--- config.mk ---
export PLATFORM = sky130hd
export DESIGN_NAME = ctrl_fc_sched
export DESIGN_NICKNAME = d
export VERILOG_FILES = /design/src/rtl/gobou_pkg.sv /design/src/rtl/ctrl_fc_delay.sv /design/src/rtl/ctrl_fc_sched.sv
export SDC_FILE = /design/constraint.sdc
export NUM_CORES = 1
export LEC_CHECK = 0
export CORE_UTILIZATION = 55
export DETAILED_ROUTE_END_ITERATION = 12
export GPL_ROUTABILITY_DRIVEN = 0
export GPL_TIMING_DRIVEN = 0
export PLACE_DENSITY = 0.81
export SETUP_SLACK_MARGIN = 0.4
export SYNTH_ARGS = -nofsm -noshare
export SYNTH_HDL_FRONTEND = slang
export SYNTH_SLANG_ARGS = --single-unit
export TNS_END_PERCENT = 1
--- constraint.sdc ---
create_clock -name clk -period 3.2 [get_ports clk]
set_input_delay 0.64 -clock clk [delete_from_list [all_inputs] [get_ports clk]]
set_output_delay 0.64 -clock clk [all_outputs]
set_load 0.02 [all_outputs]
--- src/rtl/gobou_pkg.sv ---
// gobou_pkg: shared constants and types for the gobou fully-connected datapath.
// The pipeline depths describe the MAC -> bias -> ReLU stages that sit
// between the sequencer's operand beats and the result write-back.
package gobou_pkg;

   localparam int D_MAC  = 2;
   localparam int D_BIAS = 1;
   localparam int D_RELU = 1;
   localparam int D_PIPE = D_MAC + D_BIAS + D_RELU;

   typedef enum logic [1:0] {
      IDLE  = 2'd0,
      ACC   = 2'd1,
      DRAIN = 2'd2,
      DONE  = 2'd3
   } sched_state_t;

endpackage

--- src/rtl/ctrl_fc_delay.sv ---
// ctrl_fc_delay: fixed-depth 1-bit shift register that tracks end-of-neuron
// markers through the datapath pipeline. q_o is the marker leaving the last
// stage; pending_o reports markers that are still in flight behind it, so
// the sequencer can tell one cycle ahead that the pipeline will be empty.
module ctrl_fc_delay #(
   parameter int DEPTH = 4
) (
   input  logic clk_i,
   input  logic rst_i,
   input  logic d_i,
   output logic q_o,
   output logic pending_o
);

   localparam logic [DEPTH-1:0] BEHIND_MASK = {DEPTH{1'b1}} >> 1;

   logic [DEPTH-1:0] shift_q;

   // Shift markers one stage per clock; an asynchronous clear drops anything in flight
   always_ff @(posedge clk_i or posedge rst_i) begin
      if (rst_i) begin
         shift_q <= '0;
      end else begin
         shift_q <= (shift_q << 1) | DEPTH'(d_i);
      end
   end

   assign q_o       = shift_q[DEPTH-1];
   assign pending_o = |(shift_q & BEHIND_MASK);

endmodule

--- src/rtl/ctrl_fc_sched.sv ---
// ctrl_fc_sched: layer sequencer for the gobou fully-connected datapath.
// Accepts one layer command, walks every output neuron over every input
// element, drives operand addresses plus the start/valid/stop stream, and
// issues result writes as each neuron's sum leaves the ReLU stage.
module ctrl_fc_sched
   import gobou_pkg::*;
#(
   parameter int IN_W    = 10,
   parameter int OUT_W   = 10,
   parameter int WADDR_W = 16
) (
   input  logic               clk,
   input  logic               xrst,
   input  logic               req,
   input  logic [IN_W-1:0]    in_size,
   input  logic [OUT_W-1:0]   out_size,
   input  logic               relu_en,
   output logic               busy,
   output logic               ack,
   output logic [IN_W-1:0]    in_addr,
   output logic [WADDR_W-1:0] w_addr,
   output logic               acc_clear,
   output logic               ctrl_start,
   output logic               ctrl_valid,
   output logic               ctrl_stop,
   output logic               relu_bypass,
   output logic [OUT_W-1:0]   out_addr,
   output logic               out_we
);

   sched_state_t state_q, state_d;

   logic [IN_W-1:0]    inSize_q, inSize_d;
   logic [OUT_W-1:0]   outSize_q, outSize_d;
   logic               reluBypass_q, reluBypass_d;
   logic [IN_W-1:0]    inCnt_q, inCnt_d;
   logic [OUT_W-1:0]   outCnt_q, outCnt_d;
   logic [WADDR_W-1:0] wCnt_q, wCnt_d;
   logic [OUT_W-1:0]   wrCnt_q, wrCnt_d;

   logic               accept;
   logic               emptyCmd;
   logic               lastIn;
   logic               lastOut;
   logic               endOfNeuron;
   logic               resultWe;
   logic               pipePending;
   logic [OUT_W-1:0]   wrCntNext;
   logic               drainDone;

   assign accept      = (state_q == IDLE) && req;
   assign emptyCmd    = (in_size == '0) || (out_size == '0);
   assign lastIn      = (inCnt_q == inSize_q - IN_W'(1));
   assign lastOut     = (outCnt_q == outSize_q - OUT_W'(1));
   assign endOfNeuron = (state_q == ACC) && lastIn;

   // The drain check looks one cycle ahead: the write leaving the pipeline
   // this cycle is already counted, so ack lands right after the last write.
   assign wrCntNext   = wrCnt_q + OUT_W'(resultWe);
   assign drainDone   = !pipePending && (wrCntNext == outSize_q);

   ctrl_fc_delay #(
      .DEPTH(D_PIPE)
   ) uDelay (
      .clk_i     (clk),
      .rst_i     (xrst),
      .d_i       (endOfNeuron),
      .q_o       (resultWe),
      .pending_o (pipePending)
   );

   // State register
   always_ff @(posedge clk or posedge xrst) begin
      if (xrst) begin
         state_q <= IDLE;
      end else begin
         state_q <= state_d;
      end
   end

   // Next-state logic: an empty command skips straight to completion
   always_comb begin
      state_d = state_q;
      unique case (state_q)
         IDLE: begin
            if (req) begin
               state_d = emptyCmd ? DONE : ACC;
            end
         end
         ACC: begin
            if (lastIn && lastOut) begin
               state_d = DRAIN;
            end
         end
         DRAIN: begin
            if (drainDone) begin
               state_d = DONE;
            end
         end
         DONE: begin
            state_d = IDLE;
         end
         default: begin
            state_d = IDLE;
         end
      endcase
   end

   // Command latch and counter next-state; neurons run back-to-back with no bubble
   always_comb begin
      inSize_d     = inSize_q;
      outSize_d    = outSize_q;
      reluBypass_d = reluBypass_q;
      inCnt_d      = inCnt_q;
      outCnt_d     = outCnt_q;
      wCnt_d       = wCnt_q;
      wrCnt_d      = wrCntNext;
      if (accept) begin
         inSize_d     = in_size;
         outSize_d    = out_size;
         reluBypass_d = ~relu_en;
         inCnt_d      = '0;
         outCnt_d     = '0;
         wCnt_d       = '0;
         wrCnt_d      = '0;
      end else if (state_q == ACC) begin
         wCnt_d = wCnt_q + WADDR_W'(1);
         if (lastIn) begin
            inCnt_d  = '0;
            outCnt_d = outCnt_q + OUT_W'(1);
         end else begin
            inCnt_d = inCnt_q + IN_W'(1);
         end
      end
   end

   // Command and counter registers; reset abandons any partially written layer
   always_ff @(posedge clk or posedge xrst) begin
      if (xrst) begin
         inSize_q     <= '0;
         outSize_q    <= '0;
         reluBypass_q <= 1'b0;
         inCnt_q      <= '0;
         outCnt_q     <= '0;
         wCnt_q       <= '0;
         wrCnt_q      <= '0;
      end else begin
         inSize_q     <= inSize_d;
         outSize_q    <= outSize_d;
         reluBypass_q <= reluBypass_d;
         inCnt_q      <= inCnt_d;
         outCnt_q     <= outCnt_d;
         wCnt_q       <= wCnt_d;
         wrCnt_q      <= wrCnt_d;
      end
   end

   // Output decode: operand addresses and beat flags are only live while accumulating
   always_comb begin
      busy        = (state_q != IDLE);
      ack         = (state_q == DONE);
      ctrl_valid  = 1'b0;
      in_addr     = '0;
      w_addr      = '0;
      acc_clear   = 1'b0;
      ctrl_start  = 1'b0;
      ctrl_stop   = 1'b0;
      relu_bypass = reluBypass_q;
      out_addr    = wrCnt_q;
      out_we      = resultWe;
      if (state_q == ACC) begin
         ctrl_valid = 1'b1;
         in_addr    = inCnt_q;
         w_addr     = wCnt_q;
         acc_clear  = (inCnt_q == '0);
         ctrl_start = (inCnt_q == '0) && (outCnt_q == '0);
         ctrl_stop  = lastIn && lastOut;
      end
   end

endmodule

Word-level counts from Yosys, hierarchy flattened. Cells that the tools add are included.

Register bits after elaboration: 73. Bits in latches: 0. Memory bits (writable): 0. Bits in read-only memories: 0. Output and inout port bits: 44. Word-level logic and storage cells: 64. Memories: 0.

$add $sub $neg: 6. $mul: 0. Div/mod/pow operators: 0. Magnitude comparators: 0. Equality and inequality tests: 9. Shift operators: 0. Muxes and demuxes: 20. Bitwise logic cells: 2. Reductions and logical operators: 18.

Operators by type and width (count): 10-bit 2-to-1 mux (8); 16-bit 2-to-1 mux (3); 10-bit logical NOT (4); 10-bit equality test (3); 10-bit by 1-bit adder with 10-bit output (second input constant) (2); 10-bit by 1-bit subtractor with 10-bit output (second input constant) (2); 16-bit by 1-bit adder with 16-bit output (second input constant) (1); 10-bit by 1-bit adder with 10-bit output (1); 2-bit 2-to-1 mux (4); 2-bit case mux with 4 select lines (1); 2-bit inequality test (second input constant) (3); 2-bit nonzero test (3); 1-bit logical AND (5); 2-bit equality test (second input constant) (2); 1-bit 2-to-1 mux (4); 4-bit by 1-bit bitwise OR with 4-bit output (1); 3-bit AND reduction (1); 3-bit OR reduction (1); 2-bit by 1-bit equality test with 1-bit output (second input constant) (1); 2-bit logical NOT (1); 2-bit AND reduction (1); 1-bit logical NOT (1); 1-bit logical OR (1); 1-bit NOT (1).

Logic depth before layout (Yosys ltp). Gate-level depths: netlist of the first run.

Word-level depth: 5. Gate-level depth with buffers: 11. Gate-level depth less buffers: 10.

Modules after synthesis. A second synthesis of the first run with hierarchy kept.

Cells, all modules: 515. Area total of the unflattened synthesis: 4514.3 µm².

By module, submodules not included: ctrl_fc_sched (instances 1, cells each 509, area an instance 4404.2 µm²); ctrl_fc_delay (instances 1, cells each 6, area an instance 110.1 µm²).

Worst setup path after synthesis of the first run. Ideal clock, no wire load.

Path type: reg2out. Start point: register outSize_q[2]. End point: output ctrl_stop. Data arrival time: 2631 ps. Required time: 2560 ps. Setup slack: -71 ps. Cell stages (with the launch flop): 9. Cells stage by stage: dfrtp_1 > buf_6 > or3_1 > clkbuf_2 > or4_1 > a21oi_1 > a211oi_1 > or4b_4 > nor3_1.

Longest elaborated chain between the ends: 4.

RTL lines: start: declaration (RTL line ctrl_fc_sched.sv:34) `logic [OUT_W-1:0] outSize_q, outSize_d;`; start signal: assignment (RTL line ctrl_fc_sched.sv:149) `outSize_q <= outSize_d;`; 10-bit by 1-bit subtractor with 10-bit output (RTL line ctrl_fc_sched.sv:54) `assign lastOut = (outCnt_q == outSize_q - OUT_W'(1));`; 10-bit equality test (RTL line ctrl_fc_sched.sv:54); 1-bit logical AND (RTL line ctrl_fc_sched.sv:177) `ctrl_stop = lastIn && lastOut;`; 1-bit 2-to-1 mux (RTL line ctrl_fc_sched.sv:171) `if (state_q == ACC) begin`; end: declaration (RTL line ctrl_fc_sched.sv:25) `output logic ctrl_stop,`.

Every way passes these cells.

Worst setup path in the final report of the first run. Ends and elaborated chain as after synthesis.

==> results of run 1 <==
## metrics by stage
step	instances	TNS, ns	setup WS [ns]	hold WS (ns)	power [uW]
6_report	744	-0.3385	-0.3385	0.3853	1948
5_1_grt	744	-0.6836	-0.4271	0.3901	2001
3_5_place_dp	727	-1.309	-0.5714	0.3651	998.4
2_1_floorplan	554	0	0.1757	0.3545	955.3
4_1_cts	744	-0.3618	-0.3618	0.3857	1955
3_3_place_gp	726	-37.12	-0.5208	0.3629	993.1
## worst paths after layout
check                                            start                          end
setup / recovery              outSize_q[2]$_DFFE_PP0P_                    ctrl_stop
setup reg to reg               inSize_q[0]$_DFFE_PP0P_       inCnt_q[4]$_DFFE_PP0P_
hold / removal             uDelay.shift_q[1]$_DFF_PP0_  uDelay.shift_q[2]$_DFF_PP0_
max in group asynchronous                         xrst       inCnt_q[0]$_DFFE_PP0P_
min in group asynchronous                         xrst        out_addr[3]$_DFF_PP0_
hold reg to reg            uDelay.shift_q[1]$_DFF_PP0_  uDelay.shift_q[2]$_DFF_PP0_
## routing by layer
metal,GRT usage (%),up-vias,routed length (um)
met5,0,-,0
li1,-,2054,-
met2,46.07,155,5685
met3,2.899,25,590
met1,36.16,2085,4976
met4,12.95,0,291
## Yosys cell counts, types with 11 or more instances
master,n,share of area (%)
ha_1,14,3.7
xor2_1,32,6.0
dfrtp_1,73,39
inv_1,26,2.1
a21oi_1,13,1.4
xnor2_1,35,6.5
nor4_1,11,1.5
nand2_1,76,6.1
o21ai_0,20,2.1
nand3_1,24,2.6
nor3_1,23,2.5
clkbuf_1,19,1.5
nor2_1,58,4.6
and2_1,25,3.3
nand4_1,13,1.7
or3_1,11,1.5
## flip-flops by register name (all words and copies together), names as in the netlist
signal          flops
wCnt_q             16
inCnt_q            10
inSize_q           10
outCnt_q           10
outSize_q          10
out_addr           10
uDelay.shift_q      4
state_q             2
relu_bypass         1
## kinds of logic after synthesis
logic type	after synthesis	synth area share, %
multiplexers	4	0.9868
AO/OA/AOI/OAI	64	8.856
AND/OR/NAND/NOR	274	29.37
adder cells (fa/ha/maj)	14	3.734
flip-flops	73	38.94
XOR/XNOR	67	12.51
buffers and inverters	58	5.601
## placed cells by master, fill, tap and decap left out, types with 3 or more instances in the layout
cell             count
dfrtp_1             72
xor2_1              32
buf_4                3
nor3_1              22
inv_1               25
o31ai_1              3
nand2_1             76
buf_1                4
nor3b_1              5
bufinv_16            4
o21ai_0             20
nor2_1              58
nor2b_1              3
buf_6                7
nand4_1             13
xnor2_1             35
nand3_1             24
and3_1               4
clkbuf_1            16
or4_1                3
a31oi_1              4
nor4_1               9
ha_1                12
and4_1               3
a21oi_1             13
clkbuf_8             9
buf_2                3
and2_1              25
or3_1               10
clkbuf_2             3
a211oi_1             5
clkdlybuf4s50_1     44
dlygate4sd2_1       20
## cell type report
class                           instances  area (um^2)  area share, %
Buffer                                 32        177.7          3.026
Clock buffer                            9        123.9          2.110
Clock inverter                          7        142.6          2.430
Inverter                               26        100.1          1.705
Multi-Input combinational cell        423         2695          45.91
Sequential cell                        73         1828          31.14
Tap cell                              105        131.4          2.238
Timing Repair Buffer                   69        671.9          11.45
## power by group through the flow
stage / logic (uW) / registers (uW) / clock network [uW]
6_report: 57.0 / 921 / 970
5_1_grt: 63.1 / 922 / 1020
4_1_cts: 58.7 / 921 / 975
3_5_place_dp: 58.5 / 940 / 0
3_3_place_gp: 53.0 / 940 / 0
2_1_floorplan: 15.2 / 940 / 0
## timing repair
action	in CTS	in global routing
endpoints found under the setup margin	50	26
buffers inserted	1	0
endpoints found under the hold margin	0	0
pin swaps	4	1
resized for setup	48	7
==> out/metrics.cfg, run 1 <==
[run_status]
status = complete, but fails checks
violations = negative setup slack

[clock_network]
root_buffer = clkbuf_8
cts_tree = yes
hold_buffers = 0
clk_latency_ns = 0.35
clk_pin_slew_ns = 0.08
cts.sinks = 73
htreeDepth = 3
clk_path_buf_depth = 2
cts-buffers-inserted = 9

[worst_setup_path]
critPathTopFamily = simple AND/OR/NAND/NOR gates
critPathRequiredTime_ns = 2.56
cp_num_cells = 9
r2r_cells = 11
worstPathArrival_ns = 2.90
cp_common_cell = buf_6
critPathMaxFanout = 8
startpoint_type = register
path_cells = buf_6, or3_4, buf_6, or3_2, a31oi_1, a211oi_1, or4b_4, nor3_4, buf_6
slowest_delay_ns = 0.53
crit_type = register to output port
critPathBufInv = 3
crit_path_end_kind = output port
critical_path.slowest_cell = or4b_4
r2r_slack_ns = 0.10

[final_layout]
diodes = 0
fill_cells = 654
fin_area_um2 = 5871
drive_gt1_share_pct = 8.607
area_growth_syn_to_layout_pct = 25.15
post-route-util_pct = 71.45
fin_nets = 672

[power_and_ir_drop]
clkPwrFrac_pct = 49.8
p_leak_uw = 0.002597
p_sw_share_pct = 20.47
power.internal_uw = 1549
p_per_area_nw_per_um2 = 331.8
ir_drop_v = 0.0002020
power_frac_seq_pct = 47.3
power.switching_uw = 398.8
pwr-share-comb_pct = 2.9

[floorplan]
core_um2 = 8217
placementRows = 33
io_pins = 68
start_util_pct = 57.09
die_x_um = 94.35
die_area_um2 = 8902
fp.dieH_um = 94.35

[routing]
wl_per_cell_um = 15.52
drtAntennaViolNets = 0
num_vias = 4319
drt_iter0_drc = 293
avgViaCountPerCell = 5.805
dr.pass1.iters = 5
routed_wirelength_um = 11550
route.detailed.drc = 0

[synthesis]
yosys_warnings = 0
synth_nets = 592
synth_ff_type = dfrtp_1
yosysSeqAreaShare_pct = 38.94
synth-edff-count = 0
syn_area_um2 = 4691
ys_async_sr_fraction_pct = 100.0
synth_cell_types = 57
ys_ff_latch = 73
synthCells = 554
syn_avg_cell_area_um2 = 8.467

[worst_hold_path]
hp-class = register to register
hold_path_depth = 0

[global_route]
grt_pass1_vias = 4041
grt_max_degree = 74
antenna_found_initial = 0
grt_usage_pct = 27.66
grt_pass1_wl_um = 18940
grt_overflow = 0

[sta]
finalCritPeriodShare_pct = 110.6
worst_pin_slew_ns = 0.7270
setup_slack_ns = -0.3385
maxSlewHeadroom_pct = 51.09
skew_ns = 0.006616
finalHoldViolations = 0
rsz0062_at_grt = true
drv_slew = 0
setup_viol = 1
fmax_ghz = 0.2826
period_needed_ns = 3.538

[flow_run]
maxCapViolCount = 0

[place]
placed_area_um2 = 5534
portBuffers = 67
dp_hpwl_um = 8323

(Power assumes the default switching activity.)
==> run 2: changes to the inputs <==
CORE_UTILIZATION = 64   (was 55)
DONT_BUFFER_PORTS = 1   (was default)
PLACE_DENSITY = 0.8   (was 0.81)
==> run 2 against run 1 <==
  * Critical endpoint unchanged
  * Sequential power hardly changed
  * Clock power decreased by 17%
  * Sequential cell count did not move
  * First-iteration DRC count shrank 7.8%
  * Largest power group is now sequential cells
  * Highest routed layer unchanged
  * The flow still finishes with violations (negative setup slack)
  * Routed wire length rose by 0.79%
  * Critical path depth down 1
==> out/metrics.cfg, run 2 (synthesis results as in run 1) <==
[run_status]
status = complete, but fails checks
violations = negative setup slack

[sta]
finalHoldViolations = 0  ; unchanged
drv_slew = 0  ; unchanged
finalCritPeriodShare_pct = 110.7  ; +0.11 points
maxSlewHeadroom_pct = 39.30  ; -12 points
worst_pin_slew_ns = 0.9105  ; +0.1835 ns
fmax_ghz = 0.2823  ; -0.10%
setup_viol = 1  ; unchanged
skew_ns = 0.01184  ; +0.005221 ns
setup_slack_ns = -0.3421  ; -0.003640 ns
rsz0062_at_grt = true
period_needed_ns = 3.542  ; +0.003640 ns

[clock_network]
htreeDepth = 3  ; unchanged
clk_path_buf_depth = 2  ; unchanged
clk_pin_slew_ns = 0.08  ; about the same
root_buffer = clkbuf_8
cts-buffers-inserted = 9  ; unchanged
cts_tree = yes
cts.sinks = 73  ; unchanged
clk_latency_ns = 0.36  ; about the same

[power_and_ir_drop]
p_per_area_nw_per_um2 = 332.3  ; +0.14%
pwr-share-comb_pct = 1.1  ; -1.8 points
p_leak_uw = 0.002254  ; -13%
power_frac_seq_pct = 52.8  ; +5.5 points
finalPower_uw = 1747  ; -10%
p_sw_share_pct = 21.84  ; +1.4 points
ir_drop_v = 0.0002540  ; +26%
power.switching_uw = 381.4  ; -4.4%
clkPwrFrac_pct = 46.1  ; -3.7 points
power.internal_uw = 1365  ; -12%

[global_route]
grt_pass1_wl_um = 18230  ; -3.8%
grt_pass1_vias = 3772  ; -6.7%
grt_max_degree = 74  ; unchanged
antenna_found_initial = 0  ; unchanged
grt_overflow = 0  ; unchanged
grt_usage_pct = 31.33  ; +3.7 points

[worst_setup_path]
r2r_start = outSize_q[2]$_DFFE_PP0P_
r2r_slack_ns = 0.21  ; +0.11 ns
slowest_delay_ns = 0.54  ; about the same
timing.rr.end = state_q[1]$_DFFE_PP0P_
worstPathArrival_ns = 2.90  ; about the same
r2r_cells = 10  ; -1
critPathBufInv = 2  ; -1
critPathTopFamily = simple AND/OR/NAND/NOR gates
path_cells = buf_6, or3_1, clkbuf_2, or3_2, a31oi_1, a211oi_1, or4b_4, nor3_4
crit_type = register to output port
critical_path.slowest_cell = or4b_4
crit_path_end_kind = output port
critPathMaxFanout = 8  ; unchanged
critPathRequiredTime_ns = 2.56  ; about the same
startpoint_type = register

[final_layout]
drive_gt1_share_pct = 12.78  ; +4.2 points
regMostFlops = wCnt_q
area_growth_syn_to_layout_pct = 12.06
final_common_cell = nand2_1
fin_nets = 604  ; -10%
largest_register_ffs = 16  ; unchanged
diodes = 0  ; unchanged
layout_common_cells = nand2_1 (73), dfrtp_1 (69), nor2_1 (58), xnor2_1 (33), xor2_1 (32)
fill_cells = 491  ; -25%

[routing]
route.detailed.drc = 0  ; unchanged
drtAntennaViolNets = 0  ; unchanged
wl_per_cell_um = 17.45  ; +12%
routed_wirelength_um = 11640  ; +0.79%
num_vias = 4062  ; -6.0%
avgViaCountPerCell = 6.090  ; +4.9%
dr.pass1.iters = 5  ; unchanged
drt_iter0_drc = 270  ; -7.8%

[floorplan]
die_x_um = 87.61  ; -7.1%
placementRows = 30  ; -9.1%
start_util_pct = 67.55  ; +10 points
core_um2 = 6944  ; -15%
die_area_um2 = 7676  ; -14%
io_pins = 68  ; unchanged
fp.dieH_um = 87.61  ; -7.1%

[place]
pre_cts_slack_ns = -0.3602  ; +0.2112 ns
portBuffers = 0  ; -100%
dp_hpwl_um = 8075  ; -3.0%

[worst_hold_path]
hp-class = input port to asynchronous set/reset pin

[flow_run]
maxCapViolCount = 0  ; unchanged

[run 2: cell types whose count changed in the layout (fill, tap and decap cells not counted), moves of 3 or more]
| cell | delta |
|---|---|
| nand2_1 | -3 |
| inv_1 | -6 |
| dlygate4sd2_1 | -20 |
| dfrtp_1 | -3 |
| inv_2 | +5 |
| clkdlybuf4s50_1 | -44 |
| nand3_1 | -3 |
| o21ai_0 | -4 |
| dfrtp_2 | +3 |
[run 2: worst max-delay path by stage]
stage                              from          to  cells after the start
6_report       outSize_q[2]$_DFFE_PP0P_   ctrl_stop                      8
5_1_grt        outSize_q[2]$_DFFE_PP0P_   ctrl_stop                      8
4_1_cts        outSize_q[2]$_DFFE_PP0P_   ctrl_stop                      8
3_5_place_dp     state_q[1]$_DFFE_PP0P_  ctrl_start                      5
3_3_place_gp     inCnt_q[0]$_DFFE_PP0P_  ctrl_start                      5
2_1_floorplan  outSize_q[2]$_DFFE_PP0P_   ctrl_stop                      8
[run 2: worst register-to-register path, stage by stage (launching register included)]
cell and delay [ns]:
dfrtp_1 0.38, buf_6 0.14, or3_1 0.36, clkbuf_2 0.16, or3_2 0.45, a31oi_1 0.16, a211oi_1 0.08, or4b_4 0.54
o21ai_2 0.18, nand3_2 0.11, mux2_4 0.31
[run 2: final cells by class]
type	instances	area [um^2]	area share (%)
multi-input cells	423	2806	53.39
flip-flops and latches	73	1832	34.85
plain buffers	32	168.9	3.214
clock buffers	10	127.6	2.428
well taps	96	120.1	2.285
inverters	26	103.9	1.976
clock inverters	6	90.09	1.714
repair buffers	1	7.507	0.1428
[run 2: per-layer routing]
metal / track usage [%] / up-vias / wire, um
met4: 14.90 / 0 / 317
met2: 51.56 / 168 / 5715
met5: 0 / - / 0
met1: 40.34 / 1946 / 4855
li1: - / 1918 / -
met3: 5.467 / 30 / 747
[run 2: metrics by stage]
stage	cells	cell area [um^2]	hold slack, ns	setup TNS, ns	util (%)
final	667	5256	0.3485	-0.3421	75.69
after global routing	667	5256	0.3834	-0.4149	75.69
after CTS	667	5136	0.3796	-0.3220	73.96
after detailed placement	650	4825	0.3719	-0.8799	69.48
after global placement	650	4822	0.3625	-7.206	69.44
after floorplan	554	4702	0.3545	0	-
[run 2: what timing repair did]
action                     4_1_cts  5_1_grt
cloned                           0        0
gates resized for setup         22       31
hold buffers                     0        0
pin swaps                        6       26
setup endpoints to repair       24       33
buffers inserted                 1        0
[run 2: power groups by stage]
stage                     sequential, uW  clock (uW)  combinational, uW
after floorplan                      940           0               15.2
after global placement               940           0               20.9
after detailed placement             940           0               21.1
after CTS                            922         811               21.2
after global routing                 922         855               24.1
final                                922         805               20.0
==> run 3: changes to the inputs <==
clock period = 3.41 ns   (was 3.2 ns; I/O delays follow)
==> run 3 against run 2 <==
  * The run still ends with negative setup slack left
  * Via count up 0.20%
  * Worst setup slack better by 0.16 ns
  * Clock skew decreased by 0.0014 ns
  * First-iteration DRC count down 3.7%
  * Non-clock buffer count is the same
  * Critical path depth did not move
  * Register-to-register slack gained 0.21 ns
  * Critical endpoint unchanged
  * Largest power group unchanged
==> out/metrics.cfg, run 3 (synthesis results as in run 1) <==
[sta]
fin_hold_ws_ns = 0.3777  ; +0.02928 ns
tns_ns = -0.1803  ; +0.1618 ns
skew_ns = 0.01040  ; -0.001439 ns
maxSlewHeadroom_pct = 40.01  ; +0.71 points
rsz0062_at_grt = true
period_needed_ns = 3.590
setup_slack_ns = -0.1803  ; +0.1618 ns
finalHoldViolations = 0  ; unchanged
fmax_ghz = 0.2785
drv_slew = 0  ; unchanged
finalCritPeriodShare_pct = 105.3
setup_viol = 1  ; unchanged
worst_pin_slew_ns = 0.8999  ; -0.01060 ns

[global_route]
grt_max_degree = 74  ; unchanged
grt_overflow = 0  ; unchanged
grt_pass1_vias = 3779  ; +0.19%
grt_pass1_wl_um = 18200  ; -0.15%
antenna_found_initial = 0  ; unchanged
grt_usage_pct = 31.27  ; -0.061 points

[worst_setup_path]
critPathTopFamily = simple AND/OR/NAND/NOR gates
critical_path.slowest_cell = or4b_4
crit_type = register to output port
crit_path_end_kind = output port
critPathBufInv = 2  ; unchanged
slowest_delay_ns = 0.54  ; about the same
startpoint_type = register
r2r_slack_ns = 0.42  ; +0.21 ns
critPathRequiredTime_ns = 2.73  ; +0.17 ns
worstPathArrival_ns = 2.91  ; about the same
path_cells = buf_6, or3_1, clkbuf_2, or3_2, a31oi_1, a211oi_1, or4b_4, nor3_4
critPathMaxFanout = 8  ; unchanged

[clock_network]
cts_tree = yes
clk_latency_ns = 0.36  ; about the same
root_buffer = clkbuf_8
cts-buffers-inserted = 9  ; unchanged
clk_path_buf_depth = 2  ; unchanged
clk_pin_slew_ns = 0.08  ; about the same
cts.sinks = 73  ; unchanged
htreeDepth = 3  ; unchanged

[floorplan]
io_pins = 68  ; unchanged
placementRows = 30  ; unchanged
start_util_pct = 67.55  ; unchanged
core_um2 = 6944  ; unchanged
die_area_um2 = 7676  ; unchanged
fp.dieH_um = 87.61  ; unchanged
die_x_um = 87.61  ; unchanged

[final_layout]
area_growth_syn_to_layout_pct = 10.64
fin_nets = 604  ; unchanged
layout_common_cells = nand2_1 (76), dfrtp_1 (69), nor2_1 (58), xnor2_1 (35), xor2_1 (32)
post-route-util_pct = 74.74  ; -0.95 points
regMostFlops = wCnt_q
diodes = 0  ; unchanged
largest_register_ffs = 16  ; unchanged
final_common_cell = nand2_1
drive_gt1_share_pct = 10.68  ; -2.1 points

[place]
pre_cts_slack_ns = -0.1922  ; +0.1680 ns
portBuffers = 0  ; unchanged
dp_hpwl_um = 8075  ; unchanged

[routing]
route.detailed.drc = 0  ; unchanged
num_vias = 4070  ; +0.20%
wl_per_cell_um = 17.20  ; -1.4%
avgViaCountPerCell = 6.102  ; +0.20%
drt_iter0_drc = 260  ; -3.7%
dr.pass1.iters = 5  ; unchanged
routed_wirelength_um = 11470  ; -1.4%
drtAntennaViolNets = 0  ; unchanged

[power_and_ir_drop]
clkPwrFrac_pct = 46.1  ; about the same
p_leak_uw = 0.002214  ; -1.8%
ir_drop_v = 0.0002378  ; -6.4%
pwr-share-comb_pct = 1.1  ; about the same
p_per_area_nw_per_um2 = 315.8  ; -5.0%
power_frac_seq_pct = 52.8  ; about the same
power.switching_uw = 358.2  ; -6.1%
p_sw_share_pct = 21.86  ; about the same
power.internal_uw = 1281  ; -6.2%

[worst_hold_path]
hp-class = input port to asynchronous set/reset pin

[flow_run]
maxCapViolCount = 0  ; unchanged

[run_status]
status = complete, but fails checks
violations = negative setup slack

-- run 3: power groups by stage --
stage / Clock (uW) / Combinational [uW] / Sequential (uW)
after floorplan: 0 / 14.3 / 882
after global placement: 0 / 19.6 / 882
after detailed placement: 0 / 19.8 / 882
after CTS: 761 / 19.9 / 865
after global routing: 802 / 22.6 / 865
final: 756 / 18.5 / 865
-- run 3: final cells by class --
| cell class | count | area, um^2 |
|---|---|---|
| multi-input cells | 423 | 2740 |
| flip-flops and latches | 73 | 1832 |
| fillers | 502 | 1754 |
| plain buffers | 32 | 168.9 |
| clock buffers | 10 | 127.6 |
| well taps | 96 | 120.1 |
| inverters | 26 | 103.9 |
| clock inverters | 6 | 90.09 |
| repair buffers | 1 | 7.507 |
-- run 3: per-stage QoR --
step	power [uW]	cells	cell area (um^2)
after CTS	1645	667	5110
after global placement	901.8	650	4822
after detailed placement	901.9	650	4825
after global routing	1689	667	5190
after floorplan	896.4	554	4702
final	1639	667	5190
-- run 3: timing repair --
item / 4_1_cts / 5_1_grt
pin swaps: 3 / 6
hold buffers: 0 / 0
endpoints found under the setup margin: 21 / 17
gates resized for setup: 15 / 21
buffers inserted: 1 / 0
-- run 3: path summary, 6_finish.rpt --
path	startpoint	endpoint	cells past startpoint
max reg2reg	outSize_q[2]$_DFFE_PP0P_	state_q[1]$_DFFE_PP0P_	10
max in group asynchronous	xrst	inSize_q[0]$_DFFE_PP0P_	1
min reg2reg	uDelay.shift_q[0]$_DFF_PP0_	uDelay.shift_q[1]$_DFF_PP0_	0
min	xrst	out_addr[8]$_DFF_PP0_	1
min in group clk	uDelay.shift_q[0]$_DFF_PP0_	uDelay.shift_q[1]$_DFF_PP0_	0
max	outSize_q[2]$_DFFE_PP0P_	ctrl_stop	8
-- run 3: layer usage --
metal / global-route usage, % / wire length [um] / vias to the layer above
met5: 0 / 0 / -
met4: 14.46 / 292 / 0
met3: 5.184 / 717 / 28
met2: 51.99 / 5751 / 171
met1: 40.16 / 4710 / 1954
li1: - / - / 1917
